**src/rtl/pipelined_control_unit_pkg.sv**
```systemverilog
// Shared opcode constants, control encodings and the ID/EX control bundle type.
// No logic here: types and constants only.
package pipelined_control_unit_pkg;

  localparam logic [6:0] OP_R      = 7'b0110011;
  localparam logic [6:0] OP_IMM    = 7'b0010011;
  localparam logic [6:0] OP_LOAD   = 7'b0000011;
  localparam logic [6:0] OP_STORE  = 7'b0100011;
  localparam logic [6:0] OP_BRANCH = 7'b1100011;
  localparam logic [6:0] OP_JAL    = 7'b1101111;
  localparam logic [6:0] OP_JALR   = 7'b1100111;
  localparam logic [6:0] OP_LUI    = 7'b0110111;

  typedef enum logic [1:0] {
    ALU_ADD = 2'b00,
    ALU_SUB = 2'b01,
    ALU_RFN = 2'b10,
    ALU_IFN = 2'b11
  } alu_op_t;

  typedef enum logic [2:0] {
    IMM_NONE = 3'd0,
    IMM_I    = 3'd1,
    IMM_S    = 3'd2,
    IMM_B    = 3'd3,
    IMM_J    = 3'd4,
    IMM_U    = 3'd5
  } imm_sel_t;

  typedef struct packed {
    logic     branch;
    logic     jump;
    logic     mem_read;
    logic     mem_to_reg;
    logic     mem_write;
    logic     alu_src;
    logic     reg_write;
    alu_op_t  alu_op;
    imm_sel_t imm_sel;
  } ctrl_bundle_t;

  localparam ctrl_bundle_t CTRL_NOP = '0;

endpackage

```
**src/rtl/pipelined_control_unit_if.sv**
```systemverilog
// ID-stage inputs and ID/EX outputs of the control unit, grouped as one bus.
// master drives the ID side and observes EX; slave is the control unit itself.
interface pipelined_control_unit_if #(
  parameter int REG_AW = 5,
  parameter int CNT_W  = 16
);
  logic              id_valid;
  logic [31:0]       id_instr;
  logic              ex_flush;
  logic              ex_hold;
  logic              ex_valid;
  logic [REG_AW-1:0] ex_rd;
  logic              ex_branch;
  logic              ex_jump;
  logic              ex_mem_read;
  logic              ex_mem_to_reg;
  logic              ex_mem_write;
  logic              ex_alu_src;
  logic              ex_reg_write;
  logic [1:0]        ex_alu_op;
  logic [2:0]        ex_imm_sel;
  logic              pc_write;
  logic              ifid_write;
  logic              illegal;
  logic [CNT_W-1:0]  stall_count;

  modport master (
    output id_valid, id_instr, ex_flush, ex_hold,
    input  ex_valid, ex_rd, ex_branch, ex_jump, ex_mem_read, ex_mem_to_reg,
           ex_mem_write, ex_alu_src, ex_reg_write, ex_alu_op, ex_imm_sel,
           pc_write, ifid_write, illegal, stall_count
  );

  modport slave (
    input  id_valid, id_instr, ex_flush, ex_hold,
    output ex_valid, ex_rd, ex_branch, ex_jump, ex_mem_read, ex_mem_to_reg,
           ex_mem_write, ex_alu_src, ex_reg_write, ex_alu_op, ex_imm_sel,
           pc_write, ifid_write, illegal, stall_count
  );
endinterface

```
**src/rtl/pipelined_control_unit_opcode_decoder.sv**
```systemverilog
// Combinational RV32I opcode decoder: control bundle, illegal flag, rs usage.
// Latency 0; no backpressure.
module opcode_decoder
  import pipelined_control_unit_pkg::*;
#(
  parameter bit ENABLE_JUMP  = 1'b1,
  parameter bit ENABLE_ITYPE = 1'b1
) (
  input  logic [6:0]   i_opcode,
  output ctrl_bundle_t o_ctrl,
  output logic         o_illegal,
  output logic         o_use_rs1,
  output logic         o_use_rs2
);

  always_comb begin
    o_ctrl    = CTRL_NOP;
    o_illegal = 1'b0;
    o_use_rs1 = 1'b0;
    o_use_rs2 = 1'b0;
    case (i_opcode)
      OP_R: begin
        o_ctrl.reg_write = 1'b1;
        o_ctrl.alu_op    = ALU_RFN;
        o_use_rs1        = 1'b1;
        o_use_rs2        = 1'b1;
      end
      OP_IMM: begin
        if (ENABLE_ITYPE) begin
          o_ctrl.alu_src   = 1'b1;
          o_ctrl.reg_write = 1'b1;
          o_ctrl.alu_op    = ALU_IFN;
          o_ctrl.imm_sel   = IMM_I;
          o_use_rs1        = 1'b1;
        end else o_illegal = 1'b1;
      end
      OP_LOAD: begin
        o_ctrl.alu_src    = 1'b1;
        o_ctrl.mem_read   = 1'b1;
        o_ctrl.mem_to_reg = 1'b1;
        o_ctrl.reg_write  = 1'b1;
        o_ctrl.imm_sel    = IMM_I;
        o_use_rs1         = 1'b1;
      end
      OP_STORE: begin
        o_ctrl.alu_src   = 1'b1;
        o_ctrl.mem_write = 1'b1;
        o_ctrl.imm_sel   = IMM_S;
        o_use_rs1        = 1'b1;
        o_use_rs2        = 1'b1;
      end
      OP_BRANCH: begin
        o_ctrl.branch  = 1'b1;
        o_ctrl.alu_op  = ALU_SUB;
        o_ctrl.imm_sel = IMM_B;
        o_use_rs1      = 1'b1;
        o_use_rs2      = 1'b1;
      end
      OP_JAL: begin
        if (ENABLE_JUMP) begin
          o_ctrl.jump      = 1'b1;
          o_ctrl.reg_write = 1'b1;
          o_ctrl.imm_sel   = IMM_J;
        end else o_illegal = 1'b1;
      end
      OP_JALR: begin
        if (ENABLE_JUMP) begin
          o_ctrl.jump      = 1'b1;
          o_ctrl.alu_src   = 1'b1;
          o_ctrl.reg_write = 1'b1;
          o_ctrl.imm_sel   = IMM_I;
          o_use_rs1        = 1'b1;
        end else o_illegal = 1'b1;
      end
      OP_LUI: begin
        if (ENABLE_ITYPE) begin
          o_ctrl.alu_src   = 1'b1;
          o_ctrl.reg_write = 1'b1;
          o_ctrl.imm_sel   = IMM_U;
        end else o_illegal = 1'b1;
      end
      default: o_illegal = 1'b1;
    endcase
  end

endmodule

```
**src/rtl/pipelined_control_unit.sv**
```systemverilog
// ID-stage control: decodes into the ID/EX register, inserts load-use bubbles. Latency 1 cycle.
// Backpressure: ex_hold freezes ID/EX and stalls PC/IF-ID; ex_flush overrides both hold and hazard.
module pipelined_control_unit
  import pipelined_control_unit_pkg::*;
#(
  parameter int REG_AW       = 5,
  parameter bit ENABLE_JUMP  = 1'b1,
  parameter bit ENABLE_ITYPE = 1'b1,
  parameter int CNT_W        = 16
) (
  input logic                     clk,
  input logic                     rst_n,
  pipelined_control_unit_if.slave bus
);

  ctrl_bundle_t      w_ctrl;
  logic              w_illegal;
  logic              w_use_rs1;
  logic              w_use_rs2;
  logic [REG_AW-1:0] w_rs1;
  logic [REG_AW-1:0] w_rs2;
  logic              w_hazard;
  logic              w_stall;
  logic              w_unused_bits;

  ctrl_bundle_t      r_ctrl;
  logic              r_valid;
  logic [REG_AW-1:0] r_rd;
  logic              r_illegal;
  logic [CNT_W-1:0]  r_stall_cnt;

  opcode_decoder #(
    .ENABLE_JUMP  (ENABLE_JUMP),
    .ENABLE_ITYPE (ENABLE_ITYPE)
  ) u_dec (
    .i_opcode  (bus.id_instr[6:0]),
    .o_ctrl    (w_ctrl),
    .o_illegal (w_illegal),
    .o_use_rs1 (w_use_rs1),
    .o_use_rs2 (w_use_rs2)
  );

  assign w_rs1 = bus.id_instr[15 +: REG_AW];
  assign w_rs2 = bus.id_instr[20 +: REG_AW];
  assign w_unused_bits = ^{bus.id_instr[31:25], bus.id_instr[14:12]};

  assign w_hazard = r_valid && r_ctrl.mem_read && (r_rd != '0) && bus.id_valid &&
                    ((w_use_rs1 && (w_rs1 == r_rd)) || (w_use_rs2 && (w_rs2 == r_rd)));

  // A taken branch in EX kills the ID instruction, so it must not stall the front end.
  assign w_stall        = !bus.ex_flush && (bus.ex_hold || w_hazard);
  assign bus.pc_write   = !w_stall;
  assign bus.ifid_write = !w_stall;

  always_ff @(posedge clk or negedge rst_n) begin
    if (!rst_n) begin
      r_ctrl      <= CTRL_NOP;
      r_valid     <= 1'b0;
      r_rd        <= '0;
      r_illegal   <= 1'b0;
      r_stall_cnt <= '0;
    end else if (bus.ex_flush) begin
      r_ctrl  <= CTRL_NOP;
      r_valid <= 1'b0;
      r_rd    <= '0;
    end else if (!bus.ex_hold) begin
      if (w_hazard) begin
        r_ctrl  <= CTRL_NOP;
        r_valid <= 1'b0;
        r_rd    <= '0;
        if (r_stall_cnt != '1) r_stall_cnt <= r_stall_cnt + CNT_W'(1);
      end else if (bus.id_valid) begin
        r_ctrl    <= w_ctrl;
        r_valid   <= 1'b1;
        r_rd      <= (w_ctrl.mem_write || w_ctrl.branch) ? '0 : bus.id_instr[7 +: REG_AW];
        r_illegal <= r_illegal | w_illegal;
      end else begin
        r_ctrl  <= CTRL_NOP;
        r_valid <= 1'b0;
        r_rd    <= '0;
      end
    end
  end

  assign bus.ex_valid      = r_valid;
  assign bus.ex_rd         = r_rd;
  assign bus.ex_branch     = r_ctrl.branch;
  assign bus.ex_jump       = r_ctrl.jump;
  assign bus.ex_mem_read   = r_ctrl.mem_read;
  assign bus.ex_mem_to_reg = r_ctrl.mem_to_reg;
  assign bus.ex_mem_write  = r_ctrl.mem_write;
  assign bus.ex_alu_src    = r_ctrl.alu_src;
  assign bus.ex_reg_write  = r_ctrl.reg_write;
  assign bus.ex_alu_op     = r_ctrl.alu_op;
  assign bus.ex_imm_sel    = r_ctrl.imm_sel;
  assign bus.illegal       = r_illegal;
  assign bus.stall_count   = r_stall_cnt;

endmodule

```
**src/flat_wrapper.sv**
```systemverilog
// flat-port wrapper written by rule: the top's interface ports become plain ports
module pipelined_control_unit_flat import pipelined_control_unit_pkg::*;
#(
  parameter int REG_AW       = 5,
  parameter bit ENABLE_JUMP  = 1'b1,
  parameter bit ENABLE_ITYPE = 1'b1,
  parameter int CNT_W        = 16
)
  (clk, rst_n, bus_id_valid, bus_id_instr, bus_ex_flush, bus_ex_hold, bus_ex_valid, bus_ex_rd, bus_ex_branch, bus_ex_jump, bus_ex_mem_read, bus_ex_mem_to_reg, bus_ex_mem_write, bus_ex_alu_src, bus_ex_reg_write, bus_ex_alu_op, bus_ex_imm_sel, bus_pc_write, bus_ifid_write, bus_illegal, bus_stall_count);
  pipelined_control_unit_if #(.REG_AW(REG_AW), .CNT_W(CNT_W)) bus_i ();
  input logic clk;
  input logic rst_n;
  input wire logic [$bits(bus_i.id_valid)-1:0] bus_id_valid;
  input wire logic [$bits(bus_i.id_instr)-1:0] bus_id_instr;
  input wire logic [$bits(bus_i.ex_flush)-1:0] bus_ex_flush;
  input wire logic [$bits(bus_i.ex_hold)-1:0] bus_ex_hold;
  output wire logic [$bits(bus_i.ex_valid)-1:0] bus_ex_valid;
  output wire logic [$bits(bus_i.ex_rd)-1:0] bus_ex_rd;
  output wire logic [$bits(bus_i.ex_branch)-1:0] bus_ex_branch;
  output wire logic [$bits(bus_i.ex_jump)-1:0] bus_ex_jump;
  output wire logic [$bits(bus_i.ex_mem_read)-1:0] bus_ex_mem_read;
  output wire logic [$bits(bus_i.ex_mem_to_reg)-1:0] bus_ex_mem_to_reg;
  output wire logic [$bits(bus_i.ex_mem_write)-1:0] bus_ex_mem_write;
  output wire logic [$bits(bus_i.ex_alu_src)-1:0] bus_ex_alu_src;
  output wire logic [$bits(bus_i.ex_reg_write)-1:0] bus_ex_reg_write;
  output wire logic [$bits(bus_i.ex_alu_op)-1:0] bus_ex_alu_op;
  output wire logic [$bits(bus_i.ex_imm_sel)-1:0] bus_ex_imm_sel;
  output wire logic [$bits(bus_i.pc_write)-1:0] bus_pc_write;
  output wire logic [$bits(bus_i.ifid_write)-1:0] bus_ifid_write;
  output wire logic [$bits(bus_i.illegal)-1:0] bus_illegal;
  output wire logic [$bits(bus_i.stall_count)-1:0] bus_stall_count;
  assign bus_i.id_valid = bus_id_valid;
  assign bus_i.id_instr = bus_id_instr;
  assign bus_i.ex_flush = bus_ex_flush;
  assign bus_i.ex_hold = bus_ex_hold;
  assign bus_ex_valid = bus_i.ex_valid;
  assign bus_ex_rd = bus_i.ex_rd;
  assign bus_ex_branch = bus_i.ex_branch;
  assign bus_ex_jump = bus_i.ex_jump;
  assign bus_ex_mem_read = bus_i.ex_mem_read;
  assign bus_ex_mem_to_reg = bus_i.ex_mem_to_reg;
  assign bus_ex_mem_write = bus_i.ex_mem_write;
  assign bus_ex_alu_src = bus_i.ex_alu_src;
  assign bus_ex_reg_write = bus_i.ex_reg_write;
  assign bus_ex_alu_op = bus_i.ex_alu_op;
  assign bus_ex_imm_sel = bus_i.ex_imm_sel;
  assign bus_pc_write = bus_i.pc_write;
  assign bus_ifid_write = bus_i.ifid_write;
  assign bus_illegal = bus_i.illegal;
  assign bus_stall_count = bus_i.stall_count;
  pipelined_control_unit #(.REG_AW(REG_AW), .ENABLE_JUMP(ENABLE_JUMP), .ENABLE_ITYPE(ENABLE_ITYPE), .CNT_W(CNT_W)) u_core (.clk(clk), .rst_n(rst_n), .bus(bus_i));
endmodule
```
**config.mk**
```make
export PLATFORM = sky130hd
export DESIGN_NAME = pipelined_control_unit_flat
export DESIGN_NICKNAME = d
export VERILOG_FILES = /design/src/rtl/pipelined_control_unit_pkg.sv /design/src/rtl/pipelined_control_unit_if.sv /design/src/rtl/pipelined_control_unit_opcode_decoder.sv /design/src/rtl/pipelined_control_unit.sv /design/src/flat_wrapper.sv
export SDC_FILE = /design/constraint.sdc
export NUM_CORES = 1
export LEC_CHECK = 0
export BUFFER_PORTS_ARGS = -buffer_cell sky130_fd_sc_hd__buf_2
export CAP_MARGIN = 20
export CORE_MARGIN = 1
export CORE_UTILIZATION = 43
export DETAILED_ROUTE_END_ITERATION = 16
export PLACE_DENSITY = 0.75
export SLEW_MARGIN = 40
export SYNTH_ARGS = -nofsm -noshare
export SYNTH_HDL_FRONTEND = slang
export SYNTH_SLANG_ARGS = --single-unit
```
**constraint.sdc**
```tcl
create_clock -name clk -period 1.9 [get_ports clk]
set_input_delay 0.095 -clock clk [delete_from_list [all_inputs] [get_ports clk]]
set_output_delay 0.095 -clock clk [all_outputs]
set_load 0.02 [all_outputs]
```
==> results.txt, run 1 <==
Vias in the first global route = 1615
Largest family of logic cells by synthesized area = simple AND/OR/NAND/NOR gates
FF+latch count, synth = 34
P&R area growth vs syn = 46.3%
Setup TNS = -2.30 ns
Violated checks = negative setup slack
Endpoints failing setup = 33
Required @ worst endpoint = 1.80 ns
Area leader, netlist = dfrtp_1
First-pass DRT Iterations = 5
Syn Inst Count = 179
Worst Path Arrival = 1.95 ns
IO Port Bufs = 63
Syn Area/Cell = 10.3 sq um
Layout Skew = 0.0109 ns
Overall Global Routing Usage = 0.216
Largest net degree at the start of global routing = 35
TritonCTS Buffers = 5
Post-synthesis mux area share = 0.0122
Sequential fraction of the synthesis area = 0.461
Hold crit path type = input port to register
Final #Nets = 304
Initial DRC Count = 130
Vias per cell = 5.45
Synth Warn # = 0
DRC = 0
Asr flop ratio synth = 1.00
Initial antenna violation count = 0
Slowest CP cell = dfrtp_2
Core ar. = 4060 sq um
Switch share = 0.249
Initial Util = 0.455
Final hold vios = 0
Fin worst setup slack = -0.149 ns
Maximum vdd ir drop = 0.431 mV
First-pass GRT wire length = 7380 um
CP Class = register to output pin
Worst Tran Pin Value = 0.671 ns
P per Cell Area = 545 nW/um^2
Post-Synth Simple-Gate Area = 0.208
Yosys top cell area share = 0.461
Most frequent cells in the layout = 60 x buf_2, 31 x dfrtp_1, 18 x xnor2_1
Clock Latency Late Sink = 0.29 ns
Crit path largest cell delay = 0.41 ns
Post-DP HPWL = 3200 um
Register share of total power = 0.501
Detailed-route via count = 1727
Final period util = 1.08
Synth cell types = 38
RD Place Congestion = 0.823
Clock power share = 0.373
Synthesized Nets = 217
Commonest non-fill, non-tap cell in the layout = buf_2
Largest cells by area after synthesis = dfrtp_1 46%, xnor2_1 11%, a22o_1 5.2%
Post-Syn Area = 1850 sq um
Dpl ws = -0.0304 ns
CP cell instances = xor2_1, or3_4, o32ai_4, nand2_2, a21o_1, buf_6
Routed length per placed instance = 15.2 um
Post-DRT Antenna Nets = 0
Status = finished, violations left
Achievable frequency = 488 MHz
CTS tree = yes
Clk buf depth = 2
Ant. Diodes = 0
Main flop type after synthesis = dfrtp_1
Worst rel slew slack = 0.552
Unrepaired setup endpoints after global routing = yes
Global route overflow = 0
Clock sink count = 34
# rows = 23
Ports = 74
Final wirelength = 4810 um
Chip width = 67.5 um
H-tree Lvls = 2
Full die area = 4560 sq um
Share of cells above drive strength 1 = 0.476
Post-Synth XOR/XNOR Area = 0.123
Internal power = 0.00110 W
P_sw = 0.000367 W
Max_cap viols = 0
Compound-Gate Fraction of Synth Area = 0.151
Synth Area in Adders = 0.00678
Clock slew at reported path FFs = 0.07 ns
Post-synth EDFFs = 0
Tmin final = 2.05 ns
Gate power share = 0.127
CTS root buf = clkbuf_8
Die span in y = 67.5 um
Leak = 1.30 nW
Setup crit end kind = output pin
Nature of the critical path startpoint = register
Pins over their slew limit = 0
Crit Path Max Fanout = 2
metal layers:
| layer | vias to the layer above | wire, um | GRT usage |
|---|---|---|---|
| li1 | 833 | - | - |
| met1 | 840 | 2180 | 0.290 |
| met2 | 49 | 2390 | 0.337 |
| met3 | 5 | 185 | 0.0405 |
| met4 | 0 | 56 | 0.0957 |
| met5 | - | 0 | 0 |
through the flow:
stage / area, sq um / total power, W / hold WS, ns / utilization / cells
after floorplan: 1860 / 0.000833 / -0.201 / - / 179
after global placement: 2330 / 0.000908 / 0.197 / 0.574 / 302
after detailed placement: 2330 / 0.000911 / 0.210 / 0.574 / 302
after CTS: 2500 / 0.00146 / 0.0266 / 0.616 / 316
after global routing: 2700 / 0.00153 / 0.0255 / 0.665 / 317
final: 2700 / 0.00147 / 0.0198 / 0.665 / 317
state kept, by name, indices dropped and copies added, names as in the netlist:
signal                   cells
u_core.bus.stall_count      16
u_core.bus.ex_jump           1
u_core.bus.ex_imm_sel        3
u_core.bus.ex_alu_op         2
u_core.bus.illegal           1
u_core.bus.ex_alu_src        1
u_core.bus.ex_mem_write      1
u_core.bus.ex_rd             5
u_core.bus.ex_valid          1
u_core.bus.ex_branch         1
u_core.bus.ex_mem_read       1
u_core.bus.ex_reg_write      1
cells in the mapped netlist (4+ instances only):
master and instances:
a22o_1 11, clkbuf_1 5, inv_1 6, xnor2_1 24, a21o_1 4, nor2_1 11
nor3_1 9, dfrtp_1 34, nand3_1 13, nand4_1 12, nand2_1 8
critical path, delay by kind of cell (launching register included):
kind            cells  cell delay, ns
xor+xnor            1            0.15
simple gates        2            0.47
compound gates      2            0.49
flops               1            0.41
buf+inv             1            0.13
worst paths after layout:
path                                startpoint                    endpoint  slack (ns)  cells after the start
hold / removal                bus_id_instr[11]         u_core.bus.ex_rd[4]        0.02                      2
setup reg to reg           u_core.bus.ex_rd[4]   u_core.bus.stall_count[8]       -0.12                      8
setup / recovery           u_core.bus.ex_rd[4]              bus_ifid_write       -0.15                      6
max in group asynchronous                rst_n         u_core.bus.ex_rd[1]        1.28                      2
min in group asynchronous                rst_n  u_core.bus.stall_count[13]        0.30                      2
hold reg to reg             u_core.bus.illegal          u_core.bus.illegal        0.48                      2
final cells by class:
class,count,area (sq um)
clock inverter,1,5.00
sequential,34,855
clock buffer,7,86.3
tap,50,62.6
timing repair buffer,89,586
multi-input combinational,130,1080
fill,331,1360
inverter,6,22.5
power groups by stage:
| stage | sequential [W] | combinational [W] | clock (W) |
|---|---|---|---|
| 2_1_floorplan | 0.000759 | 0.0000749 | 0 |
| 3_3_place_gp | 0.000750 | 0.000158 | 0 |
| 3_5_place_dp | 0.000750 | 0.000161 | 0 |
| 4_1_cts | 0.000736 | 0.000169 | 0.000551 |
| 5_1_grt | 0.000737 | 0.000205 | 0.000587 |
| 6_report | 0.000736 | 0.000187 | 0.000548 |
logic make-up (layout without fill, tap and decap cells):
group | count (synthesis) | after routing
AOI/OAI and AO/OA | 31 | 31
buffers and inverters | 15 | 103
DFF | 34 | 34
and+or+nand+nor | 70 | 70
muxes | 2 | 2
xor gates and xnor gates | 26 | 26
adders and majority gates | 1 | 1
what timing repair did:
action / in CTS / in global routing
setup endpoints to repair: 15 / 32
resized for setup: 9 / 32
endpoints found under the hold margin: 34 / 0
pin swaps: 4 / 26
hold buffers: 1 / 0
setup buffers: 5 / 2
No activity file was read; power rests on OpenSTA's default activity.
==> run 2, diff against run 1 <==
--- a/config.mk
+++ b/config.mk
@@ -11,6 +11,8 @@
 export CORE_UTILIZATION = 43
 export DETAILED_ROUTE_END_ITERATION = 16
 export PLACE_DENSITY = 0.75
+export REMOVE_ABC_BUFFERS = 1
+export SETUP_SLACK_MARGIN = 0.3
 export SLEW_MARGIN = 40
 export SYNTH_ARGS = -nofsm -noshare
 export SYNTH_HDL_FRONTEND = slang
==> run 2 against run 1 <==
The flow still finishes with violations (negative setup slack); first-iteration DRC count fell by 16%; core utilization is 1.1 points higher; sequential share of layout area down 0.67 points; via count is 2.3% higher; highest routed layer unchanged.
==> results.txt, run 2 (synthesis gave the netlist of run 1 again) <==
Status = finished, violations left
Violated checks = negative setup slack
First-pass DRT Iterations = 4
H-tree Lvls = 2
Nature of the critical path startpoint = register
Initial antenna violation count = 0
Unrepaired setup endpoints after global routing = yes
Ant. Diodes = 0
Required @ worst endpoint = 1.80 ns
Fill cells = 331
Core ar. = 4060 sq um
TritonCTS Buffers = 5
Layout Utilization = 0.677
Post-DP HPWL = 3150 um
Maximum vdd ir drop = 0.456 mV
Overall Global Routing Usage = 0.208
Design Power = 0.00147 W
Number of flip-flops in the largest register = 16
Max_cap viols = 0
Final wirelength = 4780 um
Leak = 1.33 nW
DRC = 0
P per Cell Area = 534 nW/um^2
Placed cell count = 303
CTS root buf = clkbuf_8
Initial DRC Count = 109
Post-DRT Antenna Nets = 0
First-pass GRT wire length = 7030 um
Achievable frequency = 487 MHz
Worst rel slew slack = 0.543
Final period util = 1.08
Final #Nets = 307
Clock sink count = 34
Crit Path Max Fanout = 2
Clk buf depth = 2
Hold crit path type = input port to register
Endpoints failing setup = 29
Fin worst setup slack = -0.152 ns
CP cell instances = xor2_1, or3_4, o32ai_4, nand2_2, a21o_1, buf_6
P&R area growth vs syn = 48.8%
Detailed-route via count = 1766
Tmin final = 2.05 ns
Crit path largest cell delay = 0.40 ns
Pins over their slew limit = 0
Clock Latency Late Sink = 0.28 ns
Largest net degree at the start of global routing = 35
# rows = 23
Final hold vios = 0
Vias per cell = 5.52
CTS tree = yes
Full die area = 4560 sq um
Most frequent cells in the layout = 60 x buf_2, 34 x dfrtp_1, 19 x xnor2_1
Vias in the first global route = 1522
Ports = 74
Slowest CP cell = dfrtp_1
Initial Util = 0.455
Worst Tran Pin Value = 0.685 ns
Setup crit end kind = output pin
IO Port Bufs = 63
Non-filler cells in the finished layout = 320
Share of cells above drive strength 1 = 0.467
Die span in y = 67.5 um
Layout Skew = 0.0107 ns
Routed length per placed instance = 14.9 um
Hold_ws = 0.0277 ns
Chip width = 67.5 um
Clock slew at reported path FFs = 0.07 ns
RD Place Congestion = 0.813
Worst Path Arrival = 1.96 ns
Commonest non-fill, non-tap cell in the layout = buf_2
Global route overflow = 0
CP Class = register to output pin
[run 2: area by class of cell]
type,count,area (sq um),area share
Multi-Input combinational cell,130,1110,0.403
Sequential cell,34,851,0.310
Timing Repair Buffer,92,613,0.223
Clock buffer,7,86.3,0.0314
Tap cell,50,62.6,0.0228
Inverter,6,22.5,0.00820
Clock inverter,1,5.00,0.00182
[run 2: through the flow]
step           worst slack (ns)  TNS (ns)  cell area (sq um)
2_1_floorplan            -0.313     -6.42               1800
3_3_place_gp            -0.0509    -0.376               2330
3_5_place_dp            -0.0912     -1.23               2330
5_1_grt                  -0.203     -3.64               2750
6_report                 -0.152     -1.79               2750
4_1_cts                  -0.118     -1.29               2530
[run 2: report_power, final]
| group | switching [W] | internal [W] |
|---|---|---|
| Sequential | 0.00000579 | 0.000730 |
| Clock | 0.000253 | 0.000292 |
| Combinational | 0.000104 | 0.0000812 |
[run 2: worst paths after layout]
path                       cells after the start  slack, ns                 from                         end
min in group asynchronous                      2       0.28                rst_n  u_core.bus.stall_count[10]
hold reg to reg                                2       0.46   u_core.bus.illegal          u_core.bus.illegal
setup / recovery                               6      -0.15  u_core.bus.ex_rd[4]              bus_ifid_write
setup reg to reg                               8      -0.14  u_core.bus.ex_rd[4]          u_core.bus.ex_jump
hold / removal                                 2       0.03      bus_id_instr[9]         u_core.bus.ex_rd[2]
max in group asynchronous                      2       1.29                rst_n    u_core.bus.ex_imm_sel[1]
[run 2: metal layers]
metal / share of wire / track usage / up-vias
met5: 0 / 0 / -
met4: 0.0048 / 0.0399 / 0
met3: 0.064 / 0.0473 / 4
met2: 0.50 / 0.339 / 76
met1: 0.43 / 0.283 / 851
li1: - / - / 835
[run 2: timing repair]
item | 4_1_cts | 5_1_grt
hold buffers | 1 | 0
buffers inserted | 7 | 0
gates cloned | 0 | 1
pin swaps | 7 | 20
resized for setup | 13 | 32
setup endpoints to repair | 34 | 34
endpoints found under the hold margin | 34 | 0
[run 2: critical path: cells and delay by family (launching register included)]
kind	cells	cell delay, ns
buffers and inverters	1	0.13
and+or+nand+nor	2	0.49
AOI/OAI and AO/OA	2	0.49
xor gates and xnor gates	1	0.17
DFF	1	0.40
